--- src/rtl/fir_pkg.sv ---
// Shared types and constants for the streaming FIR engine.
// Saturation is enabled by defining FIR_SATURATE_EN.
package fir_pkg;

  typedef enum logic [1:0] {
    IDLE,
    RUN,
    DRAIN,
    DONE
  } state_t;

  localparam int PIPE_DEPTH = 4;

  function automatic int acc_width(
    input int dw,
    input int cw,
    input int taps
  );
    return dw + cw + $clog2(taps);
  endfunction

endpackage

--- src/rtl/fir_tap_tree.sv ---
// Registered tap products followed by a registered adder tree.
// Two pipeline stages from window to sum.
import fir_pkg::*;

module fir_tap_tree #(
  parameter int DATA_W = 8,
  parameter int COEF_W = 8,
  parameter int TAPS   = 5,
  parameter int ACC_W  = 19
) (
  input  logic                     clk,
  input  logic                     rst_n,
  input  logic signed [DATA_W-1:0] win  [TAPS],
  input  logic signed [COEF_W-1:0] coef [TAPS],
  output logic signed [ACC_W-1:0]  sum
);

  localparam int PW = DATA_W + COEF_W;

  logic signed [PW-1:0]    prod [TAPS];
  logic signed [ACC_W-1:0] tree;

  always_ff @(posedge clk or negedge rst_n) begin
    if (!rst_n) begin
      for (int k = 0; k < TAPS; k++) prod[k] <= '0;
    end else begin
      for (int k = 0; k < TAPS; k++) prod[k] <= win[k] * coef[k];
    end
  end

  always_comb begin
    tree = '0;
    for (int k = 0; k < TAPS; k++)
      tree = tree + {{(ACC_W-PW){prod[k][PW-1]}}, prod[k]};
  end

  always_ff @(posedge clk or negedge rst_n) begin
    if (!rst_n) sum <= '0;
    else        sum <= tree;
  end

endmodule

--- src/rtl/fir_stream_engine.sv ---
// Block-streaming N-tap FIR: reads port A, writes results on port B.
// Define FIR_SATURATE_EN for clamped output and the sat_count port.
import fir_pkg::*;

module fir_stream_engine #(
  parameter int DATA_W = 8,
  parameter int COEF_W = 8,
  parameter int TAPS   = 5,
  parameter int ADDR_W = 10,
  parameter int SHIFT  = 2
) (
  input  logic                      clk,
  input  logic                      rst_n,
  input  logic                      start,
  input  logic [ADDR_W:0]           len,
  input  logic [ADDR_W-1:0]         src_base,
  input  logic [ADDR_W-1:0]         dst_base,
  input  logic                      coef_we,
  input  logic [$clog2(TAPS)-1:0]   coef_idx,
  input  logic [COEF_W-1:0]         coef_data,
  output logic                      busy,
  output logic                      done,
  output logic [31:0]               cycle_count,
  output logic [ADDR_W-1:0]         mem_rd_addr,
  input  logic [DATA_W-1:0]         mem_rd_data,
  output logic                      mem_wr_en,
  output logic [ADDR_W-1:0]         mem_wr_addr,
  output logic [DATA_W-1:0]         mem_wr_data
`ifdef FIR_SATURATE_EN
  ,
  output logic [15:0]               sat_count
`endif
);

  localparam int ACC_W = acc_width(DATA_W, COEF_W, TAPS);

  state_t                  state;
  logic [ADDR_W:0]         len_q;
  logic [ADDR_W:0]         rd_cnt;
  logic [1:0]              drain_cnt;
  logic                    v1, v2, v3;
  logic                    start_acc;
  logic                    coef_ok;
  logic signed [DATA_W-1:0] win  [TAPS];
  logic signed [COEF_W-1:0] coef [TAPS];
  logic signed [ACC_W-1:0]  sum;

  assign start_acc = (state == IDLE) && start;
  assign coef_ok   = (state != RUN) && (state != DRAIN);

  always_ff @(posedge clk or negedge rst_n) begin
    if (!rst_n) begin
      state       <= IDLE;
      busy        <= 1'b0;
      done        <= 1'b0;
      cycle_count <= '0;
      mem_rd_addr <= '0;
      len_q       <= '0;
      rd_cnt      <= '0;
      drain_cnt   <= '0;
    end else begin
      done <= 1'b0;
      unique case (state)
        IDLE: begin
          if (start) begin
            cycle_count <= '0;
            len_q       <= len;
            if (len == '0) begin
              state <= DONE;
              done  <= 1'b1;
            end else begin
              state       <= RUN;
              busy        <= 1'b1;
              mem_rd_addr <= src_base;
              rd_cnt      <= (ADDR_W+1)'(1);
            end
          end
        end
        RUN: begin
          cycle_count <= cycle_count + 32'd1;
          if (rd_cnt == len_q) begin
            state     <= DRAIN;
            drain_cnt <= '0;
          end else begin
            mem_rd_addr <= mem_rd_addr + ADDR_W'(1);
            rd_cnt      <= rd_cnt + (ADDR_W+1)'(1);
          end
        end
        DRAIN: begin
          cycle_count <= cycle_count + 32'd1;
          if (drain_cnt == 2'(PIPE_DEPTH - 1)) begin
            state <= DONE;
            busy  <= 1'b0;
            done  <= 1'b1;
          end else begin
            drain_cnt <= drain_cnt + 2'd1;
          end
        end
        DONE: state <= IDLE;
      endcase
    end
  end

  // valid chain: read data, window, products, sum
  always_ff @(posedge clk or negedge rst_n) begin
    if (!rst_n) begin
      v1          <= 1'b0;
      v2          <= 1'b0;
      v3          <= 1'b0;
      mem_wr_en   <= 1'b0;
      mem_wr_addr <= '0;
    end else begin
      v1        <= (state == RUN);
      v2        <= v1;
      v3        <= v2;
      mem_wr_en <= v3;
      if (start_acc)      mem_wr_addr <= dst_base;
      else if (mem_wr_en) mem_wr_addr <= mem_wr_addr + ADDR_W'(1);
    end
  end

  always_ff @(posedge clk or negedge rst_n) begin
    if (!rst_n) begin
      for (int k = 0; k < TAPS; k++) win[k] <= '0;
    end else if (start_acc) begin
      for (int k = 0; k < TAPS; k++) win[k] <= '0;
    end else if (v1) begin
      win[0] <= mem_rd_data;
      for (int k = 1; k < TAPS; k++) win[k] <= win[k-1];
    end
  end

  always_ff @(posedge clk or negedge rst_n) begin
    if (!rst_n) begin
      for (int k = 0; k < TAPS; k++) coef[k] <= COEF_W'(1);
    end else if (coef_we && coef_ok && (int'(coef_idx) < TAPS)) begin
      coef[coef_idx] <= coef_data;
    end
  end

  fir_tap_tree #(
    .DATA_W (DATA_W),
    .COEF_W (COEF_W),
    .TAPS   (TAPS),
    .ACC_W  (ACC_W)
  ) u_tree (
    .clk   (clk),
    .rst_n (rst_n),
    .win   (win),
    .coef  (coef),
    .sum   (sum)
  );

`ifdef FIR_SATURATE_EN
  localparam logic signed [ACC_W-1:0] SMAX =
    ACC_W'((1 <<< (DATA_W - 1)) - 1);
  localparam logic signed [ACC_W-1:0] SMIN = ~SMAX;

  logic signed [ACC_W-1:0] shifted;
  logic                    sat_hit;

  always_comb begin
    shifted = sum >>> SHIFT;
    sat_hit = 1'b1;
    if (shifted > SMAX) begin
      mem_wr_data = SMAX[DATA_W-1:0];
    end else if (shifted < SMIN) begin
      mem_wr_data = SMIN[DATA_W-1:0];
    end else begin
      mem_wr_data = shifted[DATA_W-1:0];
      sat_hit     = 1'b0;
    end
  end

  always_ff @(posedge clk or negedge rst_n) begin
    if (!rst_n) begin
      sat_count <= '0;
    end else if (start_acc) begin
      sat_count <= '0;
    end else if (mem_wr_en && sat_hit && (sat_count != 16'hFFFF)) begin
      sat_count <= sat_count + 16'd1;
    end
  end
`else
  assign mem_wr_data = DATA_W'(sum >>> SHIFT);
`endif

endmodule

--- config.mk ---
export PLATFORM = sky130hd
export DESIGN_NAME = fir_stream_engine
export DESIGN_NICKNAME = d
export VERILOG_FILES = /design/src/rtl/fir_pkg.sv /design/src/rtl/fir_tap_tree.sv /design/src/rtl/fir_stream_engine.sv
export SDC_FILE = /design/constraint.sdc
export NUM_CORES = 1
export LEC_CHECK = 0
export ABC_AREA = 1
export ABC_CLOCK_PERIOD_IN_PS = 3800
export BUFFER_PORTS_ARGS = -buffer_cell sky130_fd_sc_hd__buf_2
export CELL_PAD_IN_SITES_DETAIL_PLACEMENT = 1
export CELL_PAD_IN_SITES_GLOBAL_PLACEMENT = 2
export CORE_MARGIN = 8
export CORE_UTILIZATION = 35
export DETAILED_ROUTE_END_ITERATION = 10
export GPL_TIMING_DRIVEN = 0
export PLACE_DENSITY_LB_ADDON = 0.08
export SLEW_MARGIN = 0
export SYNTH_ARGS = -nofsm -noshare
export SYNTH_HDL_FRONTEND = slang
export SYNTH_HIERARCHICAL = 1
export SYNTH_SLANG_ARGS = --single-unit
--- constraint.sdc ---
create_clock -name clk -period 3.8 [get_ports clk]
set_input_delay 0.19 -clock clk [delete_from_list [all_inputs] [get_ports clk]]
set_output_delay 0.19 -clock clk [all_outputs]
set_load 0.005 [all_outputs]
After elaboration in Yosys (flattened, before gate mapping)
Index checks and enable logic that the tools add are counted.

cells by class
  equality and inequality tests = 13
  multiplexer cells = 33
  multipliers = 5
  bitwise operators = 1
  add/subtract/negate cells = 9
  magnitude comparators = 3
  reductions and logical operators = 20

operator list
  cell                                            number
  two-way mux 40 bit                              2
  case mux 32 bit (2 select lines)                1
  multiplier 8 x 8 -> 10 bit                      5
  two-way mux 10 bit                              5
  adder 10 bit                                    4
  bitwise mux 40 bit                              1
  two-way mux 11 bit                              3
  adder 32 x 1 -> 32 bit (second input constant)  1
  two-way mux 32 bit                              1
  demux 8 bit (select 3 bit)                      1
  case mux 11 bit (2 select lines)                1
  adder 10 x 1 -> 10 bit (second input constant)  2
  case mux 10 bit (2 select lines)                1
  != test 2 bit (second input constant)           7
  two-way mux 2 bit                               6
  nonzero test 2 bit                              6
  adder 11 x 1 -> 11 bit (second input constant)  1
  == test 11 bit                                  1
  zero test 11 bit                                1
  two-way mux 8 bit                               1
  case mux 2 bit (4 select lines)                 1
  AND reduction 4 bit                             2
  == test 2 bit (second input constant)           3
  two-way mux 1 bit                               6
  other kinds (14)                                21

word-level totals
  logic and storage cells = 113
  bits in registers = 224

Longest topological paths before layout
Gate-level depths: netlist of the first run.

  depth after elaboration = 6
  mapped depth = 18
  mapped depth without buffers = 17

Cells and area by module
Netlist of the first run, hierarchy kept.

by module, submodules not included
  module             instances  sequential area each (µm²)  area each (µm²)  cells an instance
  fir_tap_tree       1          2477.4                      18532.8          2406
  fir_stream_engine  1          4110.2                      8029.0           1011

Worst setup path before layout of the first run
Ideal clock, no wire load.

  path kind = reg2reg
  from = reg win[0] (netlist name)
  to = reg, netlist name u_tree/prod[14]
  arrival = 3.985 ns
  library setup time = 0.117 ns
  stages on the path, launching flop included = 17
  setup slack = -0.302 ns
  clock period less this slack = 4.102 ns
  cells stage by stage = dfrtp_1 clkbuf_1 or2_2 fa_1 fa_1 inv_1 fa_1 inv_1 fa_1 inv_1 ha_1 a21oi_1 nor2_1 o21ai_0 nand3_1 nand2_1 nand2_1

RTL lines
  element          line                     RTL
  start, declared  fir_stream_engine.sv:44  logic signed [DATA_W-1:0] win [TAPS];

Final worst setup path of the first run
  from = reg coef[39] (netlist name)
  to = reg u_tree/prod[73] (netlist name)

on the way
  cells in the longest elaborated chain, start to end = 1

ends and longest elaborated chain
  element                          line                      RTL
  start, declared                  fir_stream_engine.sv:45   logic signed [COEF_W-1:0] coef [TAPS];
  start signal, assigned by index  fir_stream_engine.sv:137  coef[coef_idx] <= coef_data;
  multiplier 8 x 8 -> 10 bit       fir_tap_tree.sv:27        for (int k = 0; k < TAPS; k++) prod[k] <= win[k] * coef[k];
  end, declared                    fir_tap_tree.sv:20        logic signed [PW-1:0] prod [TAPS];

No other way between the ends.
A chain may end at the register's enable or synchronous reset.

==> out/results.tsv, run 1 <==
stage	metric	value	unit
synthesis	yosysWarnings	6	
power	power.density	1120	nW/um2
power	leakage	0.0125	uW
critical_path	slowest_delay	0.57	ns
critical_path	crit_top_cell	fa_1	
global_route	antenna_found_initial	2	
routing	drt_first_iter_violations	545	
synthesis	synthCells	2339	
global_route	first_global_vias	16100	
cts	cts_tree	yes	
critical_path	slowest_stage	fa_1	
critical_path	cp.required	4.25	ns
timing	finalSetupViolCount	0	
power	ir_worst_vdd	0.000851	V
global_route	grt_start_max_net_pins	104	
floorplan	ios	117	
outcome	status	completed	
timing	fin_crit_sh	97.4	%
global_route	grt_pass1_wl	86.5	mm
finish	drive_gt1_share	15.1	%
place	dp.final_hpwl	41.7	mm
critical_path	crit_type	reg2reg	
routing	wirelength	53.3	mm
finish	syn_to_final_growth	18.1	%
routing	wire_per_inst	16.5	um
timing	max_freq	270	MHz
critical_path	cp-start-kind	flop	
power	p_seq_share	19.6	%
worst_hold_path	holdCritPathClass	in2reg	
finish	final_cell_mix	inv_1, nand2_1, fa_1	
power	switching_power	12200	uW
routing	via_per_inst	4.51	
synthesis	syn-mean-instance-area	7.94	um2
floorplan	die_area	60700	um2
critical_path	timing.critical_path.buf_inv	4	
power	p_clk_share	11.6	%
finish	regArea	5630	um2
synthesis	netlist_area	18600	um2
floorplan	core-area	52600	um2
finish	fillers	6386	
place	place_congestion	0.789	
routing	dr.pass1.iters	4	
floorplan	rows	84	
floorplan	die_w	246	um
cts	cts.sinks	222	
power	swShare	49.7	%
critical_path	cp.arrival	4.15	ns
floorplan	initial_core_util	35.3	%
timing	setup_ws	0.0984	ns
job	drv_cap	0	
global_route	grt_remaining_overflow	0	
timing	hold_violations	0	
routing	vias	14600	
power	pwr-share-comb	68.7	%
routing	antenna_left	0	
critical_path	crit_family	adder cells	
power	power.total	24500	uW
finish	multi_input_area	10300	um2
critical_path	path_cells	inv_2 > or2_4 > fa_1 > fa_1 > inv_1 > fa_1 > inv_2 > fa_1 > inv_2 > ha_4 > nand2_1 > nor2_1 > nor2_2 > xor2_1	
cts	clk_latency	0.59	ns
timing	worstMarginPinSlew	0.609	ns
finish	nets	2893	
cts	cts_buffers	29	
power	p_int	12300	uW
critical_path	end_kind	flop	
cts	root_buffer	clkbuf_16	
routing	drc	0	
global_route	grt_use_total	17.7	%
cts	cts_buffer_depth	3	
timing	post-route-min-period	3.70	ns
floorplan	die_h	246	um
cts	clk_pin_slew	0.06	ns
timing	rsz0062_at_grt	true	
finish	final_common_cell	inv_1	
timing	slew_headroom	59.4	%
timing	drv_slew	0	
place	io_buffers	116	
critical_path	worstPathMaxFanout	4	
synthesis	synth_fp_nets	2711	
cts	cts_max_level	1	
timing	finalClockSkew	0.0169	ns
place	detailedPlace.worstSlack	-0.308	ns
## repair_timing
item                       CTS  global route
gates resized for setup     34            55
setup endpoints to repair   16            12
hold buffers                40             0
gates cloned                 0             0
buffers inserted            13            51
hold endpoints to repair   257             0
pin swaps                   15            34
## worst paths after layout
check | startpoint | endpoint | slack, ns | depth (start not counted)
max reg2reg | coef[39] | u_tree/prod[73] | 0.1 | 14
max | coef[39] | u_tree/prod[73] | 0.1 | 14
min reg2reg | v2 | v3 | 0.37 | 0
min | coef_idx[2] | coef[0] | 0.04 | 5
max in group asynchronous | rst_n | win[3] | 2.84 | 3
min in group asynchronous | rst_n | u_tree/sum[7] | 0.07 | 2
## power by group through the flow
| stage | Sequential (uW) | Combinational [uW] | Clock [uW] |
|---|---|---|---|
| global route | 4960 | 19500 | 3040 |
| floorplan | 3990 | 11400 | 0 |
| detailed placement | 4230 | 16300 | 0 |
| CTS | 4800 | 16400 | 2960 |
| finish | 4800 | 16800 | 2850 |
| global placement | 4200 | 15900 | 0 |
## sequential cells by signal, summed over array words and instances, names as in the netlist
name         count
u_tree/prod     50
len_q           11
v1               1
mem_wr_addr     10
u_tree/sum       8
mem_rd_addr     10
win             40
v3               1
state            2
v2               1
done             1
coef            40
mem_wr_en        1
rd_cnt          11
busy             1
drain_cnt        2
cycle_count     32
## routing by layer
layer,track usage (%),wire (um)
met5,0,12
met4,4.19,1220
met3,2.64,1640
met2,31.2,26300
met1,22.6,24100
## worst reg2reg max path, stage by stage (launching register included)
cell	delay [ns]
dfrtp_1	0.41
inv_2	0.06
or2_4	0.23
fa_1	0.50
fa_1	0.53
inv_1	0.05
fa_1	0.49
inv_2	0.04
fa_1	0.57
inv_2	0.06
ha_4	0.28
nand2_1	0.06
nor2_1	0.11
nor2_2	0.05
xor2_1	0.14
## stage by stage
stage               util, %  cells  hold WS, ns  TNS (ns)  cell area (um2)
floorplan                 -   2339       -0.106         0            18600
detailed placement     38.2   3145       0.0866     -2.52            20100
global route           41.7   3232       0.0468    -0.169            21900
global placement       38.1   3143        0.342   -393.71            20000
CTS                    40.8   3194       0.0200         0            21400
finish                 41.7   3232       0.0387         0            21900
## cell type report
class                      instances  area share (%)
timing repair buffer             222            7.06
inverter                         649            11.1
buffer                            45           0.993
clock inverter                    16           0.856
clock buffer                      37            3.58
sequential                       222            25.7
tap                              688            3.93
multi-input combinational       1352            46.8
antenna                            1          0.0114
(Power assumes the default switching activity.)
==> run 2: changes to the inputs <==
RECOVER_POWER = 100   (was default)
==> run 2 against run 1 <==
Net effect: the flow now finishes with violations (capacitance limit, slew limit); sequential power about the same; flip-flop and latch count unchanged; first-iteration DRC count down 2.0%; die area unchanged; combinational power about the same; via count about the same; fmax down 0.18%; routed wire length about the same; cell area down 0.80%; largest power group unchanged; register-to-register slack about the same; total power down 0.55%; hold slack worse by 0.0067 ns.
==> out/results.tsv, run 2 (synthesized netlist as in run 1, its figures left out) <==
stage	metric	value	unit
critical_path	reg2reg_slack	0.09	ns
place	place_congestion	0.789	
timing	worstMarginPinSlew	2.05	ns
power	leakage	0.0122	uW
critical_path	end_kind	flop	
critical_path	cp.arrival	4.16	ns
power	ir_worst_vdd	0.000867	V
critical_path	cp.required	4.25	ns
finish	top_regs	u_tree/prod x50, coef x40, win x40	
cts	cts_buffer_depth	3	
global_route	grt_remaining_overflow	0	
critical_path	r2r_end	u_tree/prod[73]	
outcome	violations	capacitance limit, slew limit	
timing	max_freq	270	MHz
worst_hold_path	hold_path_end	state[0]	
timing	rsz0062_at_grt	true	
critical_path	crit_type	reg2reg	
finish	final_common_cell	inv_1	
timing	finalClockSkew	0.0162	ns
power	switching_power	12100	uW
finish	syn_to_final_growth	17.2	%
cts	clk_latency	0.59	ns
timing	slew_headroom	-36.6	%
routing	wirelength	53.3	mm
floorplan	die_area	60700	um2
timing	drv_slew	35	
routing	antenna_left	0	
finish	nets	2893	
place	io_buffers	116	
outcome	status	finished with violations	
floorplan	die_w	246	um
place	dp.final_hpwl	41.7	mm
cts	cts_buffers	29	
timing	hold_violations	0	
routing	vias	14600	
floorplan	die_h	246	um
power	p_clk_share	11.7	%
cts	cts_max_level	1	
global_route	grt_pass1_wl	86.5	mm
critical_path	cp-start-kind	flop	
floorplan	initial_core_util	35.3	%
finish	regMostFlops	u_tree/prod	
cts	clk_pin_slew	0.06	ns
power	swShare	49.9	%
critical_path	reg2reg_from	win[36]	
timing	whs	0.0319	ns
floorplan	ios	117	
timing	fin_crit_sh	97.6	%
worst_hold_path	holdCritPathClass	in2reg	
global_route	grt_use_total	17.7	%
finish	final_cell_mix	inv_1, nand2_1, fa_1	
finish	fillers	6421	
place	placed_cell_area	20100	um2
cts	cts_tree	yes	
floorplan	core-area	52600	um2
finish	largest_reg_flops	50	
finish	post-route-cell-area	21800	um2
routing	via_per_inst	4.52	
routing	dr.pass1.iters	4	
worst_hold_path	hp-start	start	
power	p_int	12200	uW
job	drv_cap	1	
power	pwr-share-comb	68.6	%
routing	wire_per_inst	16.5	um
global_route	grt_start_max_net_pins	104	
timing	finalSetupViolCount	0	
finish	drive_gt1_share	11.9	%
critical_path	worstPathMaxFanout	5	
cts	root_buffer	clkbuf_16	
power	p_seq_share	19.7	%
floorplan	rows	84	
global_route	antenna_found_initial	2	
critical_path	worstRegToRegCells	15	
cts	cts.sinks	222	
routing	drc	0	
power	power.density	1120	nW/um2
timing	post-route-min-period	3.71	ns
worst_hold_path	hold_depth	4	
global_route	first_global_vias	16100	
routing	drt_first_iter_violations	534	
## run 2: cell types whose count changed in the layout (fill, tap and decap cells not counted), moves of 5 or more
cell and change:
buf_2 -52, buf_4 -6, clkbuf_1 +61, clkbuf_4 +5
nor2_1 +5, nor2_2 -5
## run 2: through the flow
| step | total power, uW | setup TNS [ns] | instances | util [%] | setup slack [ns] |
|---|---|---|---|---|---|
| finish | 24300 | 0 | 3232 | 41.4 | 0.0917 |
| global route | 27300 | -0.237 | 3232 | 41.4 | -0.0990 |
| CTS | 24200 | 0 | 3194 | 40.8 | 0.00177 |
| detailed placement | 20600 | -2.52 | 3145 | 38.2 | -0.308 |
| global placement | 20100 | -393.71 | 3143 | 38.1 | -1.85 |
| floorplan | 15400 | 0 | 2339 | - | 0.0444 |
## run 2: what timing repair did
action                                  in CTS  in global routing
hold buffers                                40                  0
pin swaps                                   15                 34
resized for setup                           34                 55
endpoints found under the setup margin      16                 12
endpoints found under the hold margin      257                  0
buffers inserted                            13                 51
## run 2: worst max path at each step
stage          startpoint  slack (ns)              end
2_1_floorplan     win[24]        0.04  u_tree/prod[56]
3_3_place_gp        rst_n       -1.85  cycle_count[19]
3_5_place_dp       win[0]       -0.31   u_tree/prod[8]
4_1_cts          coef[27]       0.002  u_tree/prod[56]
5_1_grt            win[3]        -0.1   u_tree/prod[9]
6_report          win[36]        0.09  u_tree/prod[73]
## run 2: final cells by class
type | instances | area [um2] | area share [%]
timing repair buffer | 222 | 1450 | 6.67
clock inverter | 16 | 188 | 0.863
tap | 688 | 861 | 3.96
clock buffer | 37 | 786 | 3.61
antenna | 1 | 2.50 | 0.0115
buffer | 45 | 195 | 0.897
multi-input combinational | 1352 | 10200 | 46.9
sequential | 222 | 5630 | 25.9
inverter | 649 | 2440 | 11.2
## run 2: worst max-delay path: stages (launching register included)
cell and delay [ns]:
dfrtp_1 0.47, nand2_1 0.11, inv_1 0.06, fa_1 0.52, inv_2 0.05, fa_1 0.54, inv_1 0.05, fa_1 0.49
inv_2 0.04, fa_1 0.57, inv_2 0.06, ha_4 0.28, nand2_1 0.05, nor2_1 0.11, nor2_2 0.05, xor2_1 0.14
## run 2: power by group through the flow
stage	Clock [uW]	Sequential (uW)	Combinational [uW]
2_1_floorplan	0	3990	11400
4_1_cts	2960	4800	16400
5_1_grt	3040	4960	19400
3_3_place_gp	0	4200	15900
3_5_place_dp	0	4230	16300
6_report	2850	4800	16700
## run 2: routing by layer
layer,track usage (%),routed length (um),vias up,share of wire [%]
met5,0,12,-,0.023
met4,4.19,1230,2,2.3
met3,2.64,1530,64,2.9
met2,31.2,26300,163,49
met1,22.6,24200,7217,45
li1,-,-,7155,-
==> run 3: changes to the inputs <==
ABC_CLOCK_PERIOD_IN_PS = 3700   (was 3800)
CORE_UTILIZATION = 39   (was 35)
clock period = 3.7 ns   (was 3.8 ns; I/O delays follow)
==> run 3 against run 2 <==
Net effect: fmax grew 0.79%; the flow still finishes with violations (capacitance limit, slew limit); sequential share of layout area is 0.14 points lower; critical path type unchanged; worst setup slack lost 0.071 ns; die area shrank 9.6%; hold slack lost 0.0058 ns; combinational power rose by 5%; global-route usage increased by 2.0 points; clock skew down 0.0019 ns; flip-flop and latch count is the same; routed wire length fell by 0.90%; non-clock buffer count rose by 7; cell area increased by 0.53%.
==> out/results.tsv, run 3 (synthesized netlist as in run 1, its figures left out) <==
stage	metric	value	unit
outcome	status	finished with violations	
outcome	violations	capacitance limit, slew limit	
timing	finalClockSkew	0.0144	ns
place	io_buffers	116	
timing	rsz0062_at_grt	true	
power	pwr-share-comb	68.7	%
cts	cts_buffers	28	
timing	finalSetupViolCount	0	
finish	largest_reg_flops	50	
timing	hold_violations	0	
timing	worstMarginPinSlew	2.42	ns
finish	nets	2899	
critical_path	slowest_delay	0.54	ns
critical_path	crit_family	adder cells	
finish	drive_gt1_share	13.3	%
global_route	grt_remaining_overflow	0	
cts	cts_max_level	1	
critical_path	r2r_end	u_tree/prod[40]	
floorplan	initial_core_util	39.2	%
finish	fillers	5806	
power	p_clk_share	11.9	%
routing	via_per_inst	4.71	
floorplan	ios	117	
power	ir_worst_vdd	0.000622	V
routing	dr.pass1.iters	4	
routing	wire_per_inst	16.7	um
cts	clk_pin_slew	0.06	ns
job	drv_cap	1	
routing	drc	0	
global_route	first_global_vias	16500	
timing	max_freq	272	MHz
place	dp.cells	3072	
place	dp.final_hpwl	41.1	mm
floorplan	die_h	234	um
timing	whs	0.0261	ns
routing	drt_first_iter_violations	531	
power	leakage	0.0123	uW
global_route	grtUsageMet3	2.75	%
timing	drv_slew	90	
global_route	grt_pass1_wl	86.5	mm
critical_path	worstRegToRegCells	14	
worst_hold_path	hp-start	start	
cts	cts.sinks	222	
critical_path	reg2reg_slack	0.02	ns
critical_path	path_cells	nand2_1 > inv_2 > fa_1 > inv_2 > fa_1 > inv_2 > fa_1 > inv_1 > fa_1 > inv_2 > ha_4 > a21oi_1 > nand2_2 > xor2_2	
power	power.density	1170	nW/um2
floorplan	core-area	47300	um2
critical_path	slowest_stage	fa_1	
critical_path	worstPathMaxFanout	5	
global_route	globalRouteMet1Util	24.9	%
routing	antenna_left	0	
cts	clk_latency	0.57	ns
global_route	top_usage_layer	met2	
finish	syn_to_final_growth	17.8	%
floorplan	rows	80	
finish	final_cells	3163	
power	p_seq_share	19.4	%
critical_path	cp.arrival	4.11	ns
timing	post-route-min-period	3.68	ns
global_route	grt_start_max_net_pins	91	
power	p_int	13000	uW
finish	final_common_cell	inv_1	
critical_path	end_kind	flop	
cts	cts_tree	yes	
worst_hold_path	holdCritPathClass	in2reg	
global_route	grt_use_total	19.7	%
finish	top_regs	u_tree/prod x50, coef x40, win x40	
floorplan	die_w	234	um
cts	cts_buffer_depth	3	
timing	fin_crit_sh	99.4	%
critical_path	cp-start-kind	flop	
critical_path	cp.required	4.13	ns
routing	wirelength	52.8	mm
finish	regMostFlops	u_tree/prod	
global_route	antenna_found_initial	1	
finish	final_cell_mix	inv_1, nand2_1, fa_1	
power	swShare	49.1	%
place	place_congestion	0.802	
finish	multi_input_area	10300	um2
finish	regArea	5630	um2
timing	fin_setup_tns	0	ns
floorplan	die_area	54800	um2
critical_path	reg2reg_from	coef[16]	
cts	root_buffer	clkbuf_16	
power	switching_power	12500	uW
timing	slew_headroom	-61.2	%
critical_path	timing.critical_path.buf_inv	5	
worst_hold_path	hold_depth	4	
worst_hold_path	hold_path_end	state[0]	
routing	vias	14900	
global_route	grtUsageMet2	35.2	%
critical_path	crit_type	reg2reg	
==> run 3: worst min-delay path, cell delays in order <==
cell     delay, ns
buf_2         0.09
or2_2         0.14
nand3_1       0.08
nand2_1       0.07
==> run 3: power groups by stage <==
stage	registers, uW	clock network, uW	logic [uW]
3_3_place_gp	4340	0	16000
2_1_floorplan	4100	0	11700
6_report	4940	3040	17600
4_1_cts	4940	3140	16900
3_5_place_dp	4370	0	16500
5_1_grt	5110	3210	20300
==> run 3: area by class of cell <==
type / count / share of cell area, %
antenna: 1 / 0.0114
buffer: 42 / 0.824
clock buffer: 36 / 3.57
clock inverter: 14 / 1.09
inverter: 649 / 11.1
multi-input combinational: 1352 / 47.2
sequential: 222 / 25.7
tap: 615 / 3.52
timing repair buffer: 232 / 6.88
==> run 3: metrics by stage <==
| stage | util (%) | power (uW) | area [um2] | setup WS, ns |
|---|---|---|---|---|
| floorplan | - | 15800 | 18600 | 0.000305 |
| global placement | 42.2 | 20300 | 20000 | -1.85 |
| detailed placement | 42.3 | 20800 | 20000 | -0.430 |
| CTS | 45.4 | 24900 | 21500 | -0.0835 |
| global route | 46.2 | 28600 | 21900 | -0.120 |
| finish | 46.2 | 25500 | 21900 | 0.0207 |
==> run 3: worst max path at each step <==
stage / start / to / slack, ns / depth (start not counted)
6_report: coef[16] / u_tree/prod[40] / 0.02 / 14
2_1_floorplan: win[0] / u_tree/prod[9] / 0.0003 / 14
3_5_place_dp: win[1] / u_tree/prod[9] / -0.43 / 16
4_1_cts: win[1] / u_tree/prod[9] / -0.08 / 15
3_3_place_gp: rst_n / cycle_count[19] / -1.85 / 1
5_1_grt: win[4] / u_tree/prod[9] / -0.12 / 13
==> run 3: timing repair <==
action / 4_1_cts / 5_1_grt
endpoints found under the setup margin: 15 / 13
endpoints found under the hold margin: 125 / 0
gates resized for setup: 45 / 85
pin swaps: 22 / 34
setup buffers: 21 / 53
hold buffers: 40 / 0
==> run 3: per-layer routing <==
| layer | wire length, um | up-vias |
|---|---|---|
| li1 | - | 7165 |
| met1 | 23400 | 7465 |
| met4 | 1380 | 0 |
| met3 | 1650 | 76 |
| met5 | 0 | - |
| met2 | 26400 | 189 |
